<file path="config.mk">
export PLATFORM = sky130hd
export DESIGN_NAME = render_scheduler
export DESIGN_NICKNAME = d
export VERILOG_FILES = /design/src/rtl/render_scheduler.sv
export SDC_FILE = /design/constraint.sdc
export NUM_CORES = 1
export LEC_CHECK = 0
export ABC_AREA = 1
export CORE_ASPECT_RATIO = 1.4
export CORE_UTILIZATION = 38
export DETAILED_ROUTE_END_ITERATION = 16
export PLACE_DENSITY = 0.81
export SLEW_MARGIN = 25
export SYNTH_ARGS = -nofsm -noshare
export SYNTH_HDL_FRONTEND = slang
export SYNTH_SLANG_ARGS = --single-unit
</file>
<file path="constraint.sdc">
create_clock -name clock -period 1.65 [get_ports clock]
set_input_delay 0.2475 -clock clock [delete_from_list [all_inputs] [get_ports clock]]
set_output_delay 0.2475 -clock clock [all_outputs]
set_load 0.01 [all_outputs]
</file>
<file path="src/rtl/render_scheduler.sv">
// render_scheduler -- sequences one video frame: grid drawer, then sprite
// drawer, and multiplexes the active drawer's pixel port onto the VGA adapter.
//
// Optional feature: define FRAME_CLEAR_EN to add a CLEAR state that blanks the
// 160x120 frame buffer (colour 0, one pixel per cycle) before the grid pass.
//
// Ports:
//   clock, reset                  system clock, synchronous active-high reset
//   frame_tick                    one-cycle request for a new frame
//   grid_start / grid_done        handshake with the grid drawer
//   grid_vga_*                    grid drawer pixel port
//   sprite_start / sprite_done    handshake with the sprite drawer
//   sprite_vga_*                  sprite drawer pixel port
//   vga_x/y/colour/write          muxed pixel port to the VGA adapter
//   busy                          high whenever not IDLE
//   frame_done                    one-cycle pulse at frame completion
//   frame_count                   completed frames (wrapping)
//   overrun_count                 dropped frame ticks (saturating)
module render_scheduler (
  input  logic       clock,
  input  logic       reset,
  input  logic       frame_tick,
  output logic       grid_start,
  input  logic       grid_done,
  input  logic [7:0] grid_vga_x,
  input  logic [6:0] grid_vga_y,
  input  logic [2:0] grid_vga_colour,
  input  logic       grid_vga_write,
  output logic       sprite_start,
  input  logic       sprite_done,
  input  logic [7:0] sprite_vga_x,
  input  logic [6:0] sprite_vga_y,
  input  logic [2:0] sprite_vga_colour,
  input  logic       sprite_vga_write,
  output logic [7:0] vga_x,
  output logic [6:0] vga_y,
  output logic [2:0] vga_colour,
  output logic       vga_write,
  output logic       busy,
  output logic       frame_done,
  output logic [7:0] frame_count,
  output logic [7:0] overrun_count
);

`ifdef FRAME_CLEAR_EN
  typedef enum logic [2:0] {
    IDLE, CLEAR, START_GRID, WAIT_GRID, START_SPRITE, WAIT_SPRITE, FRAME_DONE
  } state_t;
  localparam state_t FRAME_ENTRY = CLEAR;
`else
  typedef enum logic [2:0] {
    IDLE, START_GRID, WAIT_GRID, START_SPRITE, WAIT_SPRITE, FRAME_DONE
  } state_t;
  localparam state_t FRAME_ENTRY = START_GRID;
`endif

  state_t state, next_state;
  logic   pending;

`ifdef FRAME_CLEAR_EN
  logic [7:0] clear_x;
  logic [6:0] clear_y;
  logic       clear_last;

  assign clear_last = (clear_x == 8'd159) && (clear_y == 7'd119);

  // Raster sweep, x inner; counters return to 0 on the last pixel so the
  // next CLEAR pass starts at the origin.
  always_ff @(posedge clock) begin
    if (reset) begin
      clear_x <= '0;
      clear_y <= '0;
    end else if (state == CLEAR) begin
      if (clear_x == 8'd159) begin
        clear_x <= '0;
        clear_y <= clear_last ? 7'd0 : clear_y + 7'd1;
      end else begin
        clear_x <= clear_x + 8'd1;
      end
    end
  end
`endif

  // State register
  always_ff @(posedge clock) begin
    if (reset) state <= IDLE;
    else       state <= next_state;
  end

  // Next-state logic
  always_comb begin
    next_state = state;
    case (state)
      IDLE:         if (frame_tick) next_state = FRAME_ENTRY;
`ifdef FRAME_CLEAR_EN
      CLEAR:        if (clear_last) next_state = START_GRID;
`endif
      START_GRID:   next_state = WAIT_GRID;
      WAIT_GRID:    if (grid_done) next_state = START_SPRITE;
      START_SPRITE: next_state = WAIT_SPRITE;
      WAIT_SPRITE:  if (sprite_done) next_state = FRAME_DONE;
      // A tick arriving in FRAME_DONE starts the next frame directly.
      FRAME_DONE:   next_state = (pending || frame_tick) ? FRAME_ENTRY : IDLE;
      default:      next_state = IDLE;
    endcase
  end

  // Pending request, frame and overrun counters
  always_ff @(posedge clock) begin
    if (reset) begin
      pending       <= 1'b0;
      frame_count   <= '0;
      overrun_count <= '0;
    end else begin
      // FRAME_DONE consumes the pending request (or the simultaneous tick).
      if (state == FRAME_DONE)
        pending <= 1'b0;
      else if (frame_tick && state != IDLE)
        pending <= 1'b1;

      if (frame_tick && state != IDLE && pending && overrun_count != 8'hFF)
        overrun_count <= overrun_count + 8'd1;

      if (state == WAIT_SPRITE && sprite_done)
        frame_count <= frame_count + 8'd1;
    end
  end

  // Output logic; outputs are forced low while reset is held.
  always_comb begin
    grid_start   = 1'b0;
    sprite_start = 1'b0;
    frame_done   = 1'b0;
    busy         = 1'b0;
    vga_x        = '0;
    vga_y        = '0;
    vga_colour   = '0;
    vga_write    = 1'b0;
    if (!reset) begin
      busy = (state != IDLE);
      case (state)
`ifdef FRAME_CLEAR_EN
        CLEAR: begin
          vga_x     = clear_x;
          vga_y     = clear_y;
          vga_write = 1'b1;
        end
`endif
        START_GRID:   grid_start = 1'b1;
        WAIT_GRID: begin
          vga_x      = grid_vga_x;
          vga_y      = grid_vga_y;
          vga_colour = grid_vga_colour;
          vga_write  = grid_vga_write;
        end
        START_SPRITE: sprite_start = 1'b1;
        WAIT_SPRITE: begin
          vga_x      = sprite_vga_x;
          vga_y      = sprite_vga_y;
          vga_colour = sprite_vga_colour;
          vga_write  = sprite_vga_write;
        end
        FRAME_DONE:   frame_done = 1'b1;
        default: ;
      endcase
    end
  end

endmodule

</file>
==> flow_metrics.env, run 1 <==
export IMPL_period_minus_slack_ps=1760
export IMPL_leakagePower_nw=1.08
export IMPL_cts_root_buf="clkbuf_8"
export IMPL_r2r_end="frame_count[6]"
export IMPL_die_h_microns=73.3
export IMPL_instances_no_fill=374
export IMPL_routabilityCongestion=0.788
export IMPL_cp_max_fo=6
export IMPL_violations="negative setup slack"
export IMPL_clk_pin_slew_ps=80
export IMPL_crit_reg2reg_launch="state[1]"
export IMPL_cp_arrival_ps=1510
export IMPL_drive_above_1_share_pct=27.8
export IMPL_hpwl_microns=3100
export IMPL_grt_pass1_wl_microns=6360
export IMPL_required_ps=1400
export IMPL_die_x_microns=52.9
export IMPL_synth_top_area_cell="dfxtp_1"
export IMPL_ys_seq_area_share_pct=29.0
export IMPL_placed_cell_area_sq_um=2300
export IMPL_finalSetupViolCount=18
export IMPL_core_area_sq_um=3410
export IMPL_portBuffers=81
export IMPL_grt_usage_pct=21.7
export IMPL_cp_endpoint="vga_y[1]"
export IMPL_diodes=0
export IMPL_wire_per_inst_microns=12.7
export IMPL_cts_sinks=20
export IMPL_cp_slowest_cell="dfxtp_4"
export IMPL_ios=82
export IMPL_hold_violations=0
export IMPL_synth_net_count=272
export IMPL_drt_total_wl_microns=4760
export IMPL_insertion_delay_ps=260
export IMPL_cts_made_buffers=3
export IMPL_ant_nets=0
export IMPL_drcViolationCount=0
export IMPL_nets=380
export IMPL_crit_path_start_kind="register"
export IMPL_grt_pass1_vias=1550
export IMPL_avgViaCountPerCell=4.99
export IMPL_skew_ps=6.79
export IMPL_ys_warn_count=0
export IMPL_synth_distinct_cells=30
export IMPL_powerDensity_nw_per_um2=580
export IMPL_synthCells=227
export IMPL_slew_violations=0
export IMPL_synthToLayoutAreaGrowth_pct=83.1
export IMPL_cts_tree="yes"
export IMPL_fin_ws_ps=-106
export IMPL_relSlewSlack_pct=79.7
export IMPL_start_util_pct=40.5
export IMPL_cp_startpoint="state[1]"
export IMPL_max_stage_delay_ps=380
export IMPL_maxCapViolCount=0
export IMPL_grt_max_degree=24
export IMPL_syn_area_sq_um=1380
export IMPL_dpl_worst_slack_ps=-262
export IMPL_cts_htree_levels=1
export IMPL_synth_area_leaders="dfxtp_1 29%, nand2_1 23%, a21oi_1 12%"
export IMPL_holdWs_ps=505
export IMPL_grt_setup_unrepaired="true"
export IMPL_crit_path_frequent_cell="buf_4"
export IMPL_ir_worst_vdd_v=0.000792
export IMPL_cp_end_kind="output port"
export IMPL_fmax_mhz=570
export IMPL_via_count=1865
export IMPL_drt_initial_drc_count=35
export IMPL_placedCellCount=353
export IMPL_grt_ovfl_total=0
export IMPL_postSynthAreaPerCell_sq_um=6.08
export IMPL_postLayoutCoreUtil_pct=74.1
export IMPL_layout_common_cells="75 x nand2_1, 58 x clkdlybuf4s50_1, 22 x a21oi_1, 22 x nor2_1, 19 x buf_2"
export IMPL_status="complete, but fails checks"
export IMPL_synth_ff_latch_count=20
export IMPL_rows=25
export IMPL_finalCritPeriodShare_pct=106
export IMPL_cts_buffer_depth=2
export IMPL_final_common_cell="nand2_1"
export IMPL_synth_top_area_share_pct=29.0
export IMPL_dieArea_sq_um=3880
export IMPL_path_class="reg2out"
export IMPL_crit_chain="inv_4 -> nor2_4 -> nand2_4 -> inv_6 -> buf_4 -> buf_4 -> nand2_1 -> a21oi_1 -> buf_2"
export IMPL_hp_class="reg2reg"
export IMPL_tightestPinTransition_ps=305
export IMPL_reg2reg_slack_ps=120
export IMPL_final_area_sq_um=2530
export IMPL_drt_pass1_iterations=4
export IMPL_grt_antenna_before_repair=0
export IMPL_r2r_cells=10
[stage by stage]
| stage | power [mW] | setup TNS [ps] |
|---|---|---|
| 2_1_floorplan | 0.719 | 0 |
| 3_3_place_gp | 0.955 | -3910 |
| 3_5_place_dp | 0.962 | -4940 |
| 4_1_cts | 1.39 | -316 |
| 5_1_grt | 1.53 | -1990 |
| 6_report | 1.47 | -781 |
[Yosys cell counts (all sizes together)]
master / instances
nand2: 88
nor2: 27
clkbuf: 5
nand4: 1
a31oi: 1
ha: 2
a21oi: 34
o22ai: 1
nand3: 8
o211ai: 1
nor3: 2
nor4: 1
nand3b: 3
o21bai: 1
inv: 19
clkinv: 1
xor2: 1
dfxtp: 20
o21ai: 9
buf: 2
[kinds of logic after synthesis]
logic type,after synthesis,synth area share [%]
AO/OA/AOI/OAI,47,17.9
flip-flops,20,29.0
XOR/XNOR,1,0.635
AND/OR/NAND/NOR,130,41.7
adder cells (fa/ha/maj),2,1.81
buffers and inverters,27,8.97
[cell type report]
| class | instances | area (sq um) |
|---|---|---|
| Multi-Input combinational cell | 180 | 942 |
| Timing Repair Buffer | 105 | 928 |
| Fill cell | 265 | 882 |
| Sequential cell | 20 | 407 |
| Inverter | 20 | 103 |
| Clock buffer | 4 | 55.1 |
| Tap cell | 40 | 50.0 |
| Timing Repair inverter | 5 | 42.5 |
[power by group]
group	total, mW	internal (mW)	switching, mW	leakage (nW)
Sequential	0.527	0.503	0.0245	0.163
Combinational	0.562	0.307	0.255	0.886
Clock	0.377	0.213	0.165	0.0288
Total	1.47	1.02	0.444	1.08
[how the worst min path moves through the flow]
stage	startpoint	to	slack (ps)	cells past startpoint
2_1_floorplan	grid_done	state[0]	430	2
3_3_place_gp	frame_count[0]	frame_count[0]	480	1
3_5_place_dp	frame_count[7]	frame_count[7]	490	2
4_1_cts	frame_count[7]	frame_count[7]	510	2
5_1_grt	frame_count[7]	frame_count[7]	520	2
6_report	frame_count[7]	frame_count[7]	510	2
[worst max-delay path: cells and delay by family, from the launching register on]
kind,cells,cell delay (ps)
compound gates,1,110
buf+inv,5,470
flops,1,380
simple gates,3,280
[sequential cells by signal, summed over array words and instances (netlist names)]
name / count
pending: 1
state: 3
overrun_count: 8
frame_count: 8
[metal layers]
| metal | track usage [%] | vias to the layer above | share of wire, % |
|---|---|---|---|
| li1 | - | 944 | - |
| met3 | 3.93 | 5 | 8.2 |
| met1 | 21.6 | 849 | 38 |
| met4 | 9.06 | 0 | 1.3 |
| met2 | 41.8 | 67 | 53 |
| met5 | 0 | - | 0 |
[what timing repair did]
action | 4_1_cts | 5_1_grt
gates resized for setup | 95 | 35
pin swaps | 1 | 9
buffers inserted | 7 | 5
setup endpoints to repair | 23 | 19
cloned | 2 | 3
hold buffers | 0 | 0
(Power assumes the default switching activity.)
==> inputs of run 2 (changes only) <==
- REMOVE_ABC_BUFFERS: not set -> 1
==> flow_metrics.env, run 2 (synthesized netlist as in run 1, its figures left out) <==
export IMPL_cp_arrival_ps=1390
export IMPL_drt_pass1_iterations=4
export IMPL_ir_worst_vdd_v=0.000472
export IMPL_clk_pin_slew_ps=80
export IMPL_final_common_cell="nand2_1"
export IMPL_dpl_worst_slack_ps=-238
export IMPL_grt_pass1_wl_microns=6770
export IMPL_portBuffers=81
export IMPL_holdWs_ps=504
export IMPL_cts_sinks=20
export IMPL_hpwl_microns=3240
export IMPL_core_area_sq_um=3410
export IMPL_fmax_mhz=613
export IMPL_rows=25
export IMPL_hold_violations=0
export IMPL_hp_class="reg2reg"
export IMPL_cp_max_fo=11
export IMPL_required_ps=1400
export IMPL_cp_end_kind="output port"
export IMPL_layout_common_cells="85 x nand2_1, 58 x clkdlybuf4s50_1, 30 x a21oi_1, 22 x nor2_1"
export IMPL_tightestPinTransition_ps=326
export IMPL_period_minus_slack_ps=1630
export IMPL_routabilityCongestion=0.767
export IMPL_grt_antenna_before_repair=0
export IMPL_instances_no_fill=366
export IMPL_leakagePower_nw=0.994
export IMPL_ios=82
export IMPL_slew_violations=0
export IMPL_postCtsHoldBufs=0
export IMPL_start_util_pct=40.5
export IMPL_setup_tns_ps=0
export IMPL_nets=372
export IMPL_cts_tree="yes"
export IMPL_synthToLayoutAreaGrowth_pct=69.3
export IMPL_skew_ps=6.27
export IMPL_postLayoutCoreUtil_pct=68.5
export IMPL_insertion_delay_ps=260
export IMPL_grt_max_degree=21
export IMPL_status="finished clean"
export IMPL_drive_above_1_share_pct=20.6
export IMPL_relSlewSlack_pct=78.3
export IMPL_drt_initial_drc_count=26
export IMPL_path_class="reg2out"
export IMPL_placedCellCount=359
export IMPL_drcViolationCount=0
export IMPL_via_count=1801
export IMPL_wire_per_inst_microns=11.4
export IMPL_cts_buffer_depth=2
export IMPL_placed_cell_area_sq_um=2330
export IMPL_fin_ws_ps=17.4
export IMPL_cts_made_buffers=3
export IMPL_diodes=0
export IMPL_finalPower_mw=1.35
export IMPL_powerDensity_nw_per_um2=579
export IMPL_die_x_microns=52.9
export IMPL_cts_htree_levels=1
export IMPL_grt_pass1_vias=1632
export IMPL_grt_setup_unrepaired="true"
export IMPL_drt_total_wl_microns=4190
export IMPL_grt_usage_pct=23.0
export IMPL_grt_ovfl_total=0
export IMPL_top_regs="frame_count (8), overrun_count (8), state (3)"
export IMPL_final_area_sq_um=2340
export IMPL_cts_root_buf="clkbuf_8"
export IMPL_finalSetupViolCount=0
export IMPL_finalCritPeriodShare_pct=98.9
export IMPL_maxCapViolCount=0
export IMPL_avgViaCountPerCell=4.92
export IMPL_ant_nets=0
export IMPL_crit_path_start_kind="register"
export IMPL_die_h_microns=73.3
export IMPL_dieArea_sq_um=3880
[run 2: changes by cell type in the layout (fill, tap and decap cells not counted), sizes merged]
cell,previous run,this run
clkinv,3,1
dlygate4sd2,2,3
inv,22,21
clkdlybuf4s15,1,0
buf,43,38
[run 2: where the power goes]
part	switching (mW)	internal [mW]	total (mW)
clock network	0.169	0.213	0.381
registers	0.0243	0.502	0.526
logic	0.210	0.235	0.444
total	0.403	0.949	1.35
[run 2: worst max-delay path, cell delays in order (launching register included)]
cell      delay, ps
dfxtp_2         350
nor2_4          140
nand2_4          70
clkinv_4         80
buf_4           130
nand2_1          40
a21oi_1         160
buf_2           160
[run 2: layer usage]
metal | GRT usage [%] | wire [microns] | vias up
met5 | 0 | 0 | -
met4 | 8.48 | 55 | 0
met3 | 3.93 | 297 | 5
met2 | 40.1 | 2100 | 72
met1 | 27.6 | 1730 | 798
li1 | - | - | 926
[run 2: final timing paths]
check | startpoint | endpoint | slack, ps | cells past startpoint
worst max-delay path | state[1] | vga_x[2] | 20 | 7
worst min-delay path | frame_count[7] | frame_count[7] | 500 | 2
worst min register to register | frame_count[7] | frame_count[7] | 500 | 2
worst max register to register | overrun_count[1] | overrun_count[1] | 230 | 7
[run 2: area by class of cell]
cell class	count	area, sq um
clock buffer	4	55.1
fill	299	1070
inverter	20	85.1
multi-input combinational	180	877
sequential	20	404
tap	40	50.0
timing repair buffer	100	850
timing repair inverter	2	15.0
[run 2: repair_timing]
| action | CTS | global route |
|---|---|---|
| gates cloned | 2 | 0 |
| resized for setup | 89 | 7 |
| setup endpoints to repair | 23 | 19 |
| pin swaps | 1 | 0 |
| setup buffers | 0 | 1 |
==> inputs of run 3 (changes only) <==
- CORE_UTILIZATION: 38 -> 35
- GPL_ROUTABILITY_DRIVEN: not set -> 0
- PLACE_DENSITY: 0.81 -> 0.76
==> flow_metrics.env, run 3 (synthesized netlist as in run 1, its figures left out) <==
export IMPL_rows=26
export IMPL_grt_max_degree=20
export IMPL_grt_pass1_wl_microns=6950
export IMPL_drt_initial_drc_count=28
export IMPL_p_int_mw=0.936
export IMPL_grt_pass1_vias=1676
export IMPL_fmax_mhz=584
export IMPL_cts_root_buf="clkbuf_8"
export IMPL_cts_made_buffers=3
export IMPL_hpwl_microns=3310
export IMPL_critPathTopFamily="buffers and inverters"
export IMPL_cp_end_kind="output port"
export IMPL_postLayoutCoreUtil_pct=66.2
export IMPL_top_regs="frame_count (8), overrun_count (8), state (3)"
export IMPL_max_stage_delay_ps=380
export IMPL_cts_sinks=20
export IMPL_p_seq_share_pct=38.9
export IMPL_leakagePower_nw=1.04
export IMPL_grt_antenna_before_repair=0
export IMPL_grt_setup_unrepaired="true"
export IMPL_slew_violations=0
export IMPL_crit_path_start_kind="register"
export IMPL_drive_above_1_share_pct=26.5
export IMPL_insertion_delay_ps=260
export IMPL_ir_worst_vdd_v=0.000388
export IMPL_violations="negative setup slack"
export IMPL_ios=82
export IMPL_finalSetupViolCount=11
export IMPL_drcViolationCount=0
export IMPL_crit_path_frequent_cell="buf_6"
export IMPL_hp_class="reg2reg"
export IMPL_finalCritPeriodShare_pct=104
export IMPL_nets=371
export IMPL_cp_slowest_cell="dfxtp_4"
export IMPL_fillers=360
export IMPL_required_ps=1400
export IMPL_grt_usage_pct=21.9
export IMPL_powerDensity_nw_per_um2=554
export IMPL_maxCapViolCount=0
export IMPL_grt_ovfl_total=0
export IMPL_start_util_pct=37.2
export IMPL_drt_total_wl_microns=4360
export IMPL_portBuffers=81
export IMPL_ant_nets=0
export IMPL_power_switching_mw=0.423
export IMPL_cp_arrival_ps=1470
export IMPL_hold_violations=0
export IMPL_avgViaCountPerCell=4.92
export IMPL_r2r_cells=7
export IMPL_die_h_microns=76.3
export IMPL_final_common_cell="nand2_1"
export IMPL_synthToLayoutAreaGrowth_pct=77.8
export IMPL_crit_buf_inv=5
export IMPL_min_from="frame_count[7]"
export IMPL_diodes=0
export IMPL_clk_pin_slew_ps=80
export IMPL_core_area_sq_um=3710
export IMPL_cts_buffer_depth=2
export IMPL_wire_per_inst_microns=11.9
export IMPL_drt_pass1_iterations=4
export IMPL_min_path_cells=2
export IMPL_fin_ws_ps=-63.3
export IMPL_postCtsHoldBufs=0
export IMPL_relSlewSlack_pct=79.7
export IMPL_dieArea_sq_um=4200
export IMPL_hold_path_end="frame_count[7]"
export IMPL_layout_common_cells="74 x nand2_1, 57 x clkdlybuf4s50_1, 22 x nor2_1, 20 x a21oi_1, 19 x buf_2"
export IMPL_skew_ps=7.43
export IMPL_status="complete, but fails checks"
export IMPL_swShare_pct=31.1
export IMPL_via_count=1800
export IMPL_holdWs_ps=499
export IMPL_combPwrFrac_pct=37.5
export IMPL_reg2reg_slack_ps=220
export IMPL_cts_tree="yes"
export IMPL_cp_max_fo=5
export IMPL_die_x_microns=55.1
export IMPL_crit_reg2reg_launch="overrun_count[0]"
export IMPL_p_clk_share_pct=23.6
export IMPL_path_class="reg2out"
export IMPL_crit_chain="inv_4 -> nor2_4 -> nand2_4 -> inv_6 -> buf_6 -> buf_6 -> nand2_2 -> a21oi_2 -> buf_2"
export IMPL_tightestPinTransition_ps=304
export IMPL_cts_htree_levels=1
export IMPL_period_minus_slack_ps=1710
export IMPL_r2r_end="overrun_count[6]"
run 3: cell count changes in the layout (fill, tap and decap cells not counted), sizes merged:
| cell | previous run | this run |
|---|---|---|
| clkbuf | 5 | 4 |
| buf | 38 | 39 |
| inv | 21 | 19 |
| clkdlybuf4s50 | 58 | 57 |
| dlygate4sd2 | 3 | 4 |
run 3: area by class of cell:
cell class | instances | area [sq um] | area share [%]
multi-input combinational | 180 | 975 | 39.7
sequential | 20 | 407 | 16.6
inverter | 20 | 95.1 | 3.88
tap | 42 | 52.6 | 2.14
clock buffer | 3 | 41.3 | 1.68
timing repair buffer | 101 | 883 | 36.0
run 3: worst max path at each step:
stage	from	to	slack, ps	cells past startpoint
6_report	state[1]	vga_write	-60	9
5_1_grt	state[1]	vga_y[0]	-140	9
4_1_cts	state[1]	vga_y[0]	-90	9
3_5_place_dp	reset	vga_x[7]	-360	4
3_3_place_gp	reset	vga_x[7]	-280	4
2_1_floorplan	overrun_count[0]	overrun_count[1]	330	8
run 3: repair_timing:
action	CTS	global route
pin swaps	5	8
gates cloned	1	0
setup endpoints to repair	23	22
resized for setup	104	26
buffers inserted	4	2
run 3: power by group through the flow:
stage                     Clock (mW)  Combinational (mW)  Sequential [mW]
after floorplan                    0               0.161            0.534
after global placement             0               0.428            0.533
after detailed placement           0               0.433            0.533
after CTS                      0.328               0.469            0.525
after global routing           0.345               0.551            0.530
final                          0.320               0.509            0.529
run 3: metal layers:
layer | routed length (microns) | global-route usage (%)
met3 | 286 | 4.39
met5 | 0 | 0
met1 | 1740 | 25.4
met4 | 51 | 6.75
met2 | 2290 | 38.1
run 3: worst register-to-register path, stage by stage, from the launching register on:
cell,delay (ps)
dfxtp_1,410
ha_1,220
nand2_1,100
nor2_1,150
nand2_2,130
nand3_4,140
nand2_1,70
a21oi_1,140
run 3: stage by stage:
| stage | instances | setup slack, ps | power (mW) | area [sq um] | setup TNS, ps |
|---|---|---|---|---|---|
| floorplan | 220 | 328 | 0.695 | 1340 | 0 |
| global placement | 356 | -279 | 0.961 | 2310 | -4610 |
| detailed placement | 356 | -359 | 0.966 | 2310 | -5680 |
| CTS | 364 | -87.0 | 1.32 | 2370 | -412 |
| global route | 366 | -141 | 1.43 | 2450 | -1320 |
| finish | 366 | -63.3 | 1.36 | 2450 | -326 |
